`config.mk`:
```
export PLATFORM = sky130hd
export DESIGN_NAME = instr_fetch_unit
export DESIGN_NICKNAME = d
export VERILOG_FILES = /design/src/rtl/instr_fetch_unit.sv
export SDC_FILE = /design/constraint.sdc
export NUM_CORES = 1
export LEC_CHECK = 0
export BUFFER_PORTS_ARGS = -buffer_cell sky130_fd_sc_hd__buf_4
export CAP_MARGIN = 30
export CORE_MARGIN = 2
export CORE_UTILIZATION = 57
export CTS_CLUSTER_SIZE = 20
export DETAILED_ROUTE_END_ITERATION = 8
export PLACE_DENSITY = 0.95
export REMOVE_ABC_BUFFERS = 1
export SYNTH_ARGS = -nofsm -noshare
export SYNTH_HDL_FRONTEND = slang
export SYNTH_SLANG_ARGS = --single-unit
```
`constraint.sdc`:
```
create_clock -name clk -period 15.15 [get_ports clk]
set_input_delay 1.515 -clock clk [delete_from_list [all_inputs] [get_ports clk]]
set_output_delay 1.515 -clock clk [all_outputs]
set_load 0.03 [all_outputs]
```
`src/rtl/instr_fetch_unit.sv`:
```
// Instruction fetch unit: registered fetch PC, small FIFO fetch buffer toward decode,
// redirect with flush and a one-cycle misaligned-target flag.
module instr_fetch_unit #(
    parameter logic [31:0] RESET_PC = 32'h0000_0000,
    parameter int unsigned DEPTH    = 2
) (
    input  logic        clk,
    input  logic        rst_n,
    output logic [31:0] addr_o,
    input  logic [31:0] instr_i,
    input  logic        halt_i,
    input  logic        redirect_i,
    input  logic [31:0] redirect_pc_i,
    output logic        instr_valid_o,
    input  logic        instr_ready_i,
    output logic [31:0] instr_o,
    output logic [31:0] pc_o,
    output logic        misaligned_o
);

    localparam int unsigned PTR_W = (DEPTH > 1) ? $clog2(DEPTH) : 1;
    localparam int unsigned CNT_W = $clog2(DEPTH + 1);
    localparam logic [CNT_W-1:0] DEPTH_C = CNT_W'(DEPTH);

    logic [31:0]      pc_q, pc_d;
    logic [PTR_W-1:0] rd_ptr_q, rd_ptr_d;
    logic [PTR_W-1:0] wr_ptr_q, wr_ptr_d;
    logic [CNT_W-1:0] count_q, count_d;
    logic             misaligned_q, misaligned_d;

    logic [31:0] buf_instr [DEPTH];
    logic [31:0] buf_pc    [DEPTH];

    logic pop;
    logic push;
    logic space;

    // Handshake decode and next-state; redirect overrides push and pop bookkeeping.
    always_comb begin
        pop          = (count_q != '0) && instr_ready_i;
        space        = (count_q < DEPTH_C) || pop;
        push         = !redirect_i && !halt_i && space;
        pc_d         = pc_q;
        rd_ptr_d     = rd_ptr_q;
        wr_ptr_d     = wr_ptr_q;
        count_d      = count_q;
        misaligned_d = 1'b0;
        if (redirect_i) begin
            // A coinciding pop is already consumed by decode; flush drops the rest.
            pc_d         = {redirect_pc_i[31:2], 2'b00};
            rd_ptr_d     = '0;
            wr_ptr_d     = '0;
            count_d      = '0;
            misaligned_d = |redirect_pc_i[1:0];
        end else begin
            if (push) begin
                pc_d     = pc_q + 32'd4;
                wr_ptr_d = wr_ptr_q + 1'b1;
            end
            if (pop) begin
                rd_ptr_d = rd_ptr_q + 1'b1;
            end
            unique case ({push, pop})
                2'b10:   count_d = count_q + 1'b1;
                2'b01:   count_d = count_q - 1'b1;
                default: count_d = count_q;
            endcase
        end
    end

    // Control state with asynchronous reset.
    always_ff @(posedge clk or negedge rst_n) begin
        if (!rst_n) begin
            pc_q         <= RESET_PC;
            rd_ptr_q     <= '0;
            wr_ptr_q     <= '0;
            count_q      <= '0;
            misaligned_q <= 1'b0;
        end else begin
            pc_q         <= pc_d;
            rd_ptr_q     <= rd_ptr_d;
            wr_ptr_q     <= wr_ptr_d;
            count_q      <= count_d;
            misaligned_q <= misaligned_d;
        end
    end

    // Buffer storage needs no reset: entries are only visible while count is non-zero.
    always_ff @(posedge clk) begin
        if (push) begin
            buf_instr[wr_ptr_q] <= instr_i;
            buf_pc[wr_ptr_q]    <= pc_q;
        end
    end

    // Head of buffer toward decode, forced to zero when empty.
    always_comb begin
        instr_valid_o = (count_q != '0);
        instr_o       = '0;
        pc_o          = '0;
        if (instr_valid_o) begin
            instr_o = buf_instr[rd_ptr_q];
            pc_o    = buf_pc[rd_ptr_q];
        end
    end

    assign addr_o       = pc_q;
    assign misaligned_o = misaligned_q;

endmodule

```
**Word level (Yosys, flattened, before mapping)**

Memories as Yosys holds them, arrays and structs flattened.
Cells that the tools add are included.

- Bits in registers: 37
- Bits in writable memories: 128
- Input bits: 69
- Output and inout port bits: 98
- Logic and storage cells: 39
- Memories: 2

Memory list:

| name | depth | width | rd ports | clocked after Yosys merged registers in | write ports | line | source |
|---|---|---|---|---|---|---|---|
| buf_instr | 2 | 32 | 1 | 0 | 1 | 31 | `logic [31:0] buf_instr [DEPTH];` |
| buf_pc | 2 | 32 | 1 | 0 | 1 | 32 | `logic [31:0] buf_pc [DEPTH];` |

- Add/sub/neg operators: 5
- Magnitude comparators: 1
- Eq/ne operators: 2
- Mux-type cells: 13
- Reductions and logical operators: 11

Operators with widths:

| kind | count |
|---|---|
| $mux 32 | 4 |
| $add 32x3->32 const B | 1 |
| $mux 1 | 7 |
| $reduce_bool 2->1 | 3 |
| $pmux 2 s2 | 1 |
| $logic_and 1x1->1 | 3 |
| $reduce_bool 3->1 | 1 |
| $add 1x1->1 const B | 2 |
| $add 2x1->2 const B | 1 |
| $eq 2x1->1 const B | 1 |
| $eq 2x2->1 const B | 1 |
| $logic_not 1->1 | 2 |
| $lt 2x2->1 const B | 1 |
| $mux 2 | 1 |
| $reduce_or 2->1 | 1 |
| $sub 2x1->2 const B | 1 |
| $logic_or 1x1->1 | 1 |

**Logic depth before layout (Yosys ltp)**

Gate-level depths: netlist of run 1.

- Word-level depth: 7
- Gate-level depth with buffers: 7
- Mapped depth without buffers: 6

**Worst setup path after synthesis of run 1**

Ideal clock, no wire load.

- Kind: input to register
- Start point: in redirect_i
- End point: mem buf_instr[1][0], enable pin
- Library setup time: 0.657 ns
- Arrival: 8.195 ns
- Required time: 14.493 ns
- Setup slack: 6.298 ns
- Stages on the path: 2
- Path buffers: 1
- Cell sequence: clkbuf_1 nor4b_1

- Cells in the longest elaborated chain, start to end: 5

RTL lines:

| element | line | source |
|---|---|---|
| start, declared | 12 | `input logic redirect_i,` |
| $logic_not 1->1 | 42 | `push = !redirect_i && !halt_i && space;` |
| $logic_and 1x1->1 (2 in a row) | 42 |  |
| $mux 1 | 90 | `if (push) begin` |
| $mux 1 (not written as such) | 91 | `buf_instr[wr_ptr_q] <= instr_i;` |
| end, declared | 31 |  |

Every way passes these cells.

**Worst setup path in the final report of run 1**

- Start point: reg count_q[1]
- End point: out pc_o[22]

- Cells in the longest elaborated chain, start to end: 2

RTL lines:

| element | line | source |
|---|---|---|
| start, declared | 28 | `logic [CNT_W-1:0] count_q, count_d;` |
| start signal, assigned | 83 | `count_q <= count_d;` |
| $reduce_bool 2->1 | 98 | `instr_valid_o = (count_q != '0);` |
| $mux 32 | 101 | `if (instr_valid_o) begin` |
| end, declared | 17 | `output logic [31:0] pc_o,` |

Every way passes these cells.

==> impl_metrics.csv, run 1 <==
group,metric,value,unit
outcome,status,"complete, no violations",
worst_setup_path,r2r_setup_slack,12.85,ns
worst_setup_path,crit_top_cell,"buf_4",
clock_tree,post_cts_resized,0,
global_routing,antenna_found_initial,0,
logic_synthesis,yosys.area.top_type,"edfxtp_1",
min_path,whs_path_depth,0,
worst_setup_path,slowest_stage,"nor2_4",
worst_setup_path,critPathMaxFanout,38,
drt,vias,4506,
worst_setup_path,cp_data_required_time,13.64,ns
drt,drtIter0Drc,400,
logic_synthesis,synthCells,485,
floorplanning,fp-row-count,39,
layout,layout-drive-gt1-share,32.0,%
pwr,p_leak,3.35,nW
sta,max_freq,264,MHz
logic_synthesis,ys.flop_type,"edfxtp_1",
global_routing,grtUsageTotal,23.9,%
layout,antenna_cells,0,
clock_tree,postCtsHoldBufs,0,
floorplanning,die_w,112,um
clock_tree,htree_levels,4,
worst_setup_path,cp_cell_sequence,"nor2_4, buf_4, nor2_1, buf_4",
logic_synthesis,ys_seq_elements,159,
worst_setup_path,path_buf_inv,2,
floorplanning,initial_utilization,58.4,%
sta,rsz0062_at_grt,"false",
sta,tns,0,ns
drt,routed_wl,14600,um
layout,fin_util,76.0,%
sta,period_minus_slack,3.79,ns
placement,io_buffer_count,162,
global_routing,grt_pass1_wl,23200,um
clock_tree,cts_buffers,17,
logic_synthesis,avgSynthCellArea,13.7,sq um
pwr,p_clk_share,40.2,%
drt,vias_per_cell,5.61,
layout,area_growth,30.1,%
drt,ant_nets,0,
sta,maxSlewViolCount,0,
sta,worstMarginPinSlew,0.954,ns
min_path,hp-class,"reg2reg",
pwr,cellPowerDensity,133,nW/um^2
clock_tree,cts_tree,"built",
worst_setup_path,r2r-end,"addr_o[31]",
logic_synthesis,ys_top_cells_by_area,"edfxtp_1, dfrtp_1, mux2i_1",
clock_tree,clk_path_buf_depth,2,
global_routing,grt_max_degree,68,
worst_setup_path,crit_family,"simple AND/OR/NAND/NOR gates",
run,cap_violations,0,
layout,fin_cells,803,
worst_setup_path,crit_type,"reg2out",
worst_setup_path,rr_worst_depth,5,
placement,dp_hpwl,9690,um
placement,post-place-ws,11.79,ns
pwr,power_frac_seq,45.5,%
sta,slew_headroom,36.2,%
clock_tree,clkLatencyLatePin,0.42,ns
pwr,swShare,26.4,%
floorplanning,io_pins,167,
logic_synthesis,syn-cell-area,6640,sq um
worst_setup_path,worstPathArrival,2.27,ns
min_path,hold_start,"addr_o[21]",
logic_synthesis,ys_types,38,
min_path,hold-path-endpoint,"buf_pc[1][21]",
pwr,power_frac_comb,14.3,%
logic_synthesis,async_reset_ff_share,22.0,%
floorplanning,core,11400,sq um
sta,hold_viol,0,
clock_tree,cts_setup_buffers,0,
placement,gp_congestion,0.806,
drt,drtPass1Iterations,4,
clock_tree,cts.clk_slew.worst_paths,0.06,ns
sta,final.setup_skew,0.00821,ns
worst_setup_path,max_stage_delay,0.54,ns
floorplanning,die_y,112,um
clock_tree,cts.sinks,159,
logic_synthesis,ys_seq_area_share,69.3,%
worst_setup_path,end_kind,"primary output",
floorplanning,fp.dieArea,12500,sq um
logic_synthesis,ys.warnings.count,0,
pwr,power.switching,0.303,mW
logic_synthesis,synth_edf_count,124,
pwr,ir_drop,0.0783,mV
worst_setup_path,r2r-start,"addr_o[10]",
placement,dp.cells,771,
global_routing,gr-total-overflow,0,
sta,setup_viol,0,
sta,setup_ws,11.36,ns
clock_tree,cts_root_buf,"clkbuf_16",
global_routing,grt_pass1_vias,4615,
drt,routedWlPerCell,18.2,um
drt,drc,0,
logic_synthesis,synth_top_area_share,56.1,%
layout,final_nets,717,
worst_setup_path,cp-start-kind,"flip-flop",
pwr,p_int,0.845,mW
sta,fin_crit_sh,25.0,%
## power by group through the flow
stage	combinational (mW)	clock (mW)	sequential, mW
after detailed placement	0.165	0	0.531
after floorplan	0.0786	0	0.545
after global routing	0.175	0.488	0.525
after CTS	0.166	0.467	0.522
after global placement	0.155	0	0.532
final	0.165	0.462	0.522
## state kept, by name, indices dropped and copies added, names as in the netlist
signal	cells
buf_pc	60
buf_instr	64
rd_ptr_q	1
misaligned_o	1
count_q	2
wr_ptr_q	1
addr_o	30
## placed cells by master, fill, tap and decap left out, types with 5 or more instances in the layout
| master | count |
|---|---|
| mux2i_1 | 63 |
| nand2_1 | 43 |
| nand4_1 | 17 |
| inv_8 | 5 |
| o21ai_1 | 7 |
| buf_4 | 168 |
| xnor2_1 | 9 |
| dfrtp_1 | 34 |
| xor2_1 | 20 |
| nand3_1 | 9 |
| nor2_1 | 71 |
| edfxtp_1 | 124 |
| clkbuf_16 | 17 |
| o21ai_0 | 22 |
## how the worst max path moves through the flow
stage | startpoint | end | cells after the start
final | count_q[1] | pc_o[22] | 4
after detailed placement | count_q[1] | pc_o[22] | 4
after CTS | count_q[1] | pc_o[22] | 4
after global routing | count_q[1] | pc_o[22] | 4
after global placement | instr_ready_i | addr_o[18] | 6
after floorplan | instr_ready_i | buf_instr[1][0] | 2
## stage by stage
step / total power, mW / hold slack (ns) / cell area [sq um]
after detailed placement: 0.695 / 0.500 / 7990
after global placement: 0.687 / 0.498 / 7960
after CTS: 1.15 / 0.515 / 8640
after global routing: 1.19 / 0.529 / 8640
after floorplan: 0.624 / 0.525 / 6500
final: 1.15 / 0.519 / 8640
## logic make-up (layout without fill, tap and decap cells)
| group | after synthesis | in the layout | synth area share [%] |
|---|---|---|---|
| AOI/OAI and AO/OA | 35 | 35 | 2.79 |
| xor gates and xnor gates | 29 | 29 | 3.83 |
| adders and majority gates | 1 | 1 | 0.188 |
| buffers and inverters | 32 | 204 | 2.43 |
| DFF | 159 | 159 | 69.3 |
| muxes | 64 | 64 | 9.67 |
| other | 1 | 4 | 0.0565 |
| and+or+nand+nor | 164 | 164 | 11.8 |
## layer usage
| layer | track usage, % | wire [um] | vias up |
|---|---|---|---|
| met5 | 0 | 0 | - |
| met4 | 9.05 | 260 | 0 |
| met1 | 30.3 | 5790 | 2212 |
| met2 | 41.0 | 7670 | 194 |
| li1 | - | - | 2073 |
| met3 | 4.63 | 896 | 27 |
## cell type report
type / instances / area, sq um
Sequential cell: 159 / 4600
Fill cell: 697 / 2730
Multi-Input combinational cell: 297 / 1910
Timing Repair Buffer: 169 / 1290
Clock buffer: 17 / 425
Clock inverter: 15 / 221
Tap cell: 143 / 179
Inverter: 3 / 11.3
## cell usage after synthesis (2+ instances only)
master,n
nor2_1,72
nor4b_1,2
xor2_1,20
and3_1,4
nor3_1,2
nor4_1,2
edfxtp_1,124
nor2b_1,2
buf_6,2
nand4_1,17
o21ai_0,22
nand2_1,43
nor4b_4,2
mux2i_1,63
and4_1,3
dfrtp_1,35
xnor2_1,9
buf_4,5
nand3_1,9
clkbuf_1,15
o21ai_1,7
buf_2,6
a21oi_1,2
inv_1,3
Note: power is estimated with default switching activity, not from simulation.
==> run 2: changes to the inputs <==
Settings changed: CORE_UTILIZATION 57 to 48, PLACE_DENSITY 0.95 to 0.87.
Clock period 15.15 ns to 3.3 ns, I/O delays scaled along.
==> run 2 against run 1 <==
  * Core utilization down 11 points
  * Die area up 18%
  * Hold slack worse by 0.42 ns
  * Combinational power rose to 4.5 times the previous value
  * Largest cell class unchanged
  * Highest routed layer unchanged
==> impl_metrics.csv, run 2 (synthesized netlist as in run 1, its figures left out) <==
group,metric,value,unit
worst_setup_path,crit_top_cell,"buf_4",
worst_setup_path,cp_cell_sequence,"buf_4, mux2i_1, nor2_1, buf_4",
clock_tree,cts.clk_slew.worst_paths,0.06,ns
placement,io_buffer_count,162,
drt,routed_wl,13900,um
floorplanning,initial_utilization,49.5,%
worst_setup_path,cp_data_required_time,2.97,ns
min_path,hp-class,"in2reg",
clock_tree,htree_levels,4,
worst_setup_path,crit_family,"flip-flops",
clock_tree,cts_tree,"built",
drt,routedWlPerCell,16.6,um
drt,drtIter0Drc,329,
clock_tree,postCtsHoldBufs,1,
layout,layout-drive-gt1-share,31.6,%
pwr,swShare,25.2,%
clock_tree,clk_path_buf_depth,2,
sta,hold_ws,0.103,ns
floorplanning,fp-row-count,42,
global_routing,gr-total-overflow,0,
pwr,p_leak,3.34,nW
clock_tree,cts.sinks,159,
sta,period_minus_slack,2.57,ns
floorplanning,io_pins,167,
layout,mostFrequentLayoutCells,"buf_4, edfxtp_1, nor2_1, mux2i_1, nand2_1",
outcome,status,"complete, no violations",
sta,maxSlewViolCount,0,
sta,slew_headroom,28.2,%
drt,ant_nets,0,
placement,gp_congestion,0.873,
drt,vias,4413,
worst_setup_path,r2r_setup_slack,1.03,ns
layout,top_register,"buf_instr",
pwr,p_int,3.84,mW
floorplanning,die_y,122,um
pwr,ir_drop,0.341,mV
pwr,power_frac_seq,46.8,%
floorplanning,die_w,122,um
worst_setup_path,path_buf_inv,2,
placement,dp_hpwl,9230,um
worst_setup_path,max_stage_delay,0.92,ns
worst_setup_path,end_kind,"primary output",
placement,placed_area,8030,sq um
clock_tree,cts_buffers,17,
pwr,power_frac_comb,14.5,%
layout,area_growth,30.2,%
global_routing,antenna_found_initial,0,
floorplanning,core,13400,sq um
worst_setup_path,cp-start-kind,"flip-flop",
clock_tree,clkLatencyLatePin,0.41,ns
sta,max_freq,390,MHz
global_routing,grt_pass1_wl,21400,um
floorplanning,fp.dieArea,14800,sq um
global_routing,grt_max_degree,68,
drt,vias_per_cell,5.27,
global_routing,grtUsageTotal,19.1,%
pwr,power.switching,1.29,mW
clock_tree,cts_setup_buffers,0,
worst_setup_path,worstPathArrival,2.24,ns
global_routing,grt_pass1_vias,4306,
layout,final_nets,719,
sta,rsz0062_at_grt,"false",
sta,hold_viol,0,
layout,largest_reg_flops,64,
layout,fillCellCount,1036,
layout,antenna_cells,0,
sta,fin_crit_sh,77.8,%
clock_tree,cts_root_buf,"clkbuf_16",
worst_setup_path,crit_type,"reg2out",
clock_tree,post_cts_resized,0,
run,cap_violations,0,
drt,drtPass1Iterations,5,
worst_setup_path,critPathMaxFanout,41,
pwr,p_clk_share,38.7,%
placement,dp.cells,805,
sta,setup_viol,0,
sta,worstMarginPinSlew,1.07,ns
layout,final_common_cell,"buf_4",
sta,final.setup_skew,0.00793,ns
worst_setup_path,slowest_stage,"dfrtp_4",
pwr,cellPowerDensity,594,nW/um^2
layout,fin_cells,838,
layout,fin_area,8640,sq um
drt,drc,0,
-- run 2: worst paths after layout --
check	startpoint	to	cells after the start
worst max-delay path	rd_ptr_q	pc_o[7]	4
worst min-delay path	instr_i[28]	buf_instr[1][28]	1
worst max register to register	addr_o[10]	addr_o[31]	5
worst min register to register	addr_o[31]	buf_pc[1][31]	0
max in group asynchronous	rst_n	rd_ptr_q	2
min in group asynchronous	rst_n	addr_o[17]	2
-- run 2: area by class of cell --
class                   count  area (sq um)  area share, %
multi-input cells         297          1910           22.1
repair buffers            171          1300           15.0
well taps                 176           220           2.55
clock buffers              19           433           5.01
inverters                   3          11.3          0.130
clock inverters            13           169           1.95
flip-flops and latches    159          4600           53.2
-- run 2: through the flow --
step / TNS (ns) / total power, mW / setup WS [ns] / utilization, %
detailed placement: 0 / 3.19 / 1.03 / 59.9
finish: 0 / 5.14 / 0.734 / 64.5
CTS: 0 / 5.18 / 0.698 / 64.5
global route: 0 / 5.31 / 0.649 / 64.5
floorplan: -512.40 / 2.86 / -4.41 / -
global placement: 0 / 3.17 / 0.947 / 59.9
-- run 2: power groups by stage --
stage | Combinational (mW) | Sequential, mW | Clock (mW)
2_1_floorplan | 0.361 | 2.50 | 0
3_3_place_gp | 0.739 | 2.43 | 0
3_5_place_dp | 0.751 | 2.44 | 0
4_1_cts | 0.755 | 2.40 | 2.02
5_1_grt | 0.797 | 2.42 | 2.10
6_report | 0.746 | 2.40 | 1.99
-- run 2: layer usage --
metal / GRT usage (%) / up-vias / wire (um)
li1: - / 2079 / -
met1: 24.7 / 2145 / 5870
met2: 31.2 / 165 / 6830
met3: 4.07 / 24 / 854
met4: 8.69 / 0 / 309
met5: 0 / - / 0
==> run 3: changes to the inputs <==
Clock period 3.3 ns to 2.3 ns, I/O delays scaled along.
==> run 3 against run 2 <==
  * Clock power rose by 38%
  * Final cell count rose by 4.5%
  * Flip-flop and latch count did not move
  * Setup slack got worse by 0.55 ns
  * Critical path type is now reg2reg
  * Critical endpoint is now addr_o[31]
  * Largest cell class unchanged
==> impl_metrics.csv, run 3 (synthesized netlist as in run 1, its figures left out) <==
group,metric,value,unit
min_path,hp-class,"in2reg",
drt,drc,0,
drt,routedWlPerCell,17.0,um
clock_tree,cts.clk_slew.worst_paths,0.06,ns
clock_tree,cts_setup_buffers,0,
drt,wl_met3,736,um
worst_setup_path,worstPathArrival,2.41,ns
clock_tree,cts_tree,"built",
layout,top_register,"buf_instr",
layout,final_common_cell,"buf_4",
floorplanning,io_pins,167,
drt,drtIter0Drc,328,
layout,fin_cells,876,
clock_tree,clk_path_buf_depth,2,
sta,final.setup_skew,0.00721,ns
drt,vias,4530,
run,cap_violations,0,
clock_tree,cts.sinks,159,
placement,dp_hpwl,9670,um
clock_tree,cts_buffers,17,
global_routing,grt_max_degree,59,
floorplanning,die_w,122,um
drt,ant_nets,0,
worst_setup_path,cp_data_required_time,2.59,ns
drt,highest_layer,"met4",
worst_setup_path,end_kind,"flip-flop",
sta,hold_viol,0,
pwr,p_leak,3.50,nW
floorplanning,fp-row-count,42,
sta,tns,0,ns
pwr,ir_drop,0.483,mV
layout,antenna_cells,0,
floorplanning,fp.dieArea,14800,sq um
sta,period_minus_slack,2.12,ns
sta,setup_viol,0,
sta,worstMarginPinSlew,0.611,ns
pwr,cellPowerDensity,811,nW/um^2
sta,hold_ws,0.0154,ns
layout,layout-drive-gt1-share,30.4,%
floorplanning,initial_utilization,49.5,%
sta,slew_headroom,59.1,%
clock_tree,cts_root_buf,"clkbuf_16",
worst_setup_path,critPathMaxFanout,10,
sta,fin_crit_sh,92.1,%
layout,largest_reg_flops,64,
sta,rsz0062_at_grt,"false",
global_routing,grt_pass1_wl,23100,um
clock_tree,htree_levels,4,
worst_setup_path,crit_type,"reg2reg",
drt,routedLengthMet1,6120,um
global_routing,gr-total-overflow,0,
layout,final_nets,757,
layout,mostFrequentLayoutCells,"buf_4, edfxtp_1, nor2_1, mux2i_1, nand2_1",
drt,routed_wl,14900,um
layout,fin_area,9040,sq um
clock_tree,clkLatencyLatePin,0.42,ns
placement,placed_area,8130,sq um
drt,vias_per_cell,5.17,
clock_tree,post_cts_resized,0,
placement,io_buffer_count,162,
placement,dp.cells,811,
clock_tree,postCtsHoldBufs,33,
drt,met2_length,7690,um
placement,gp_congestion,0.852,
layout,area_growth,36.1,%
worst_setup_path,cp-start-kind,"flip-flop",
floorplanning,die_y,122,um
pwr,p_total,7.33,mW
sta,max_freq,472,MHz
drt,drtPass1Iterations,4,
outcome,status,"complete, no violations",
global_routing,grtUsageTotal,20.8,%
floorplanning,core,13400,sq um
sta,maxSlewViolCount,0,
global_routing,antenna_found_initial,0,
global_routing,grt_pass1_vias,4627,
## run 3: cell type report
type	instances	area (sq um)
Clock inverter	13	146
Clock buffer	19	433
Sequential cell	159	4600
Multi-Input combinational cell	297	1910
Inverter	3	11.3
Timing Repair Buffer	209	1710
Tap cell	176	220
Fill cell	962	4360
## run 3: per-stage QoR
step                      setup WS (ns)  utilization, %
after CTS                         0.148            67.4
after detailed placement          0.197            60.7
after floorplan                   -5.41               -
after global routing             0.0375            67.4
after global placement           0.0675            60.6
final                             0.183            67.4
## run 3: per-layer routing
layer	track usage [%]	up-vias
met1	24.5	2206
li1	-	2155
met2	36.6	144
met5	0	-
met4	8.69	0
met3	4.78	25
## run 3: where the power goes
group          switching, mW  leakage, nW  internal (mW)
Sequential             0.134         1.57           3.29
Combinational          0.697         1.65          0.477
Clock                   1.05        0.273           1.69
Total                   1.88         3.50           5.45
## run 3: critical path, cell delays in order (launching register included)
cell and delay [ns]:
dfrtp_1 0.45, nor2b_1 0.19, buf_4 0.16, nor4b_4 0.58, nand4_1 0.19, xnor2_1 0.17, mux2_2 0.26
## run 3: worst paths after layout
path,slack (ns),end,depth (start not counted),startpoint
setup / recovery,0.18,addr_o[31],6,count_q[1]
hold / removal,0.02,misaligned_o,2,redirect_pc_i[0]
setup reg to reg,0.18,addr_o[31],6,count_q[1]
hold reg to reg,0.51,buf_pc[1][21],0,addr_o[21]
max in group asynchronous,1.61,rd_ptr_q,2,rst_n
min in group asynchronous,0.31,addr_o[19],2,rst_n
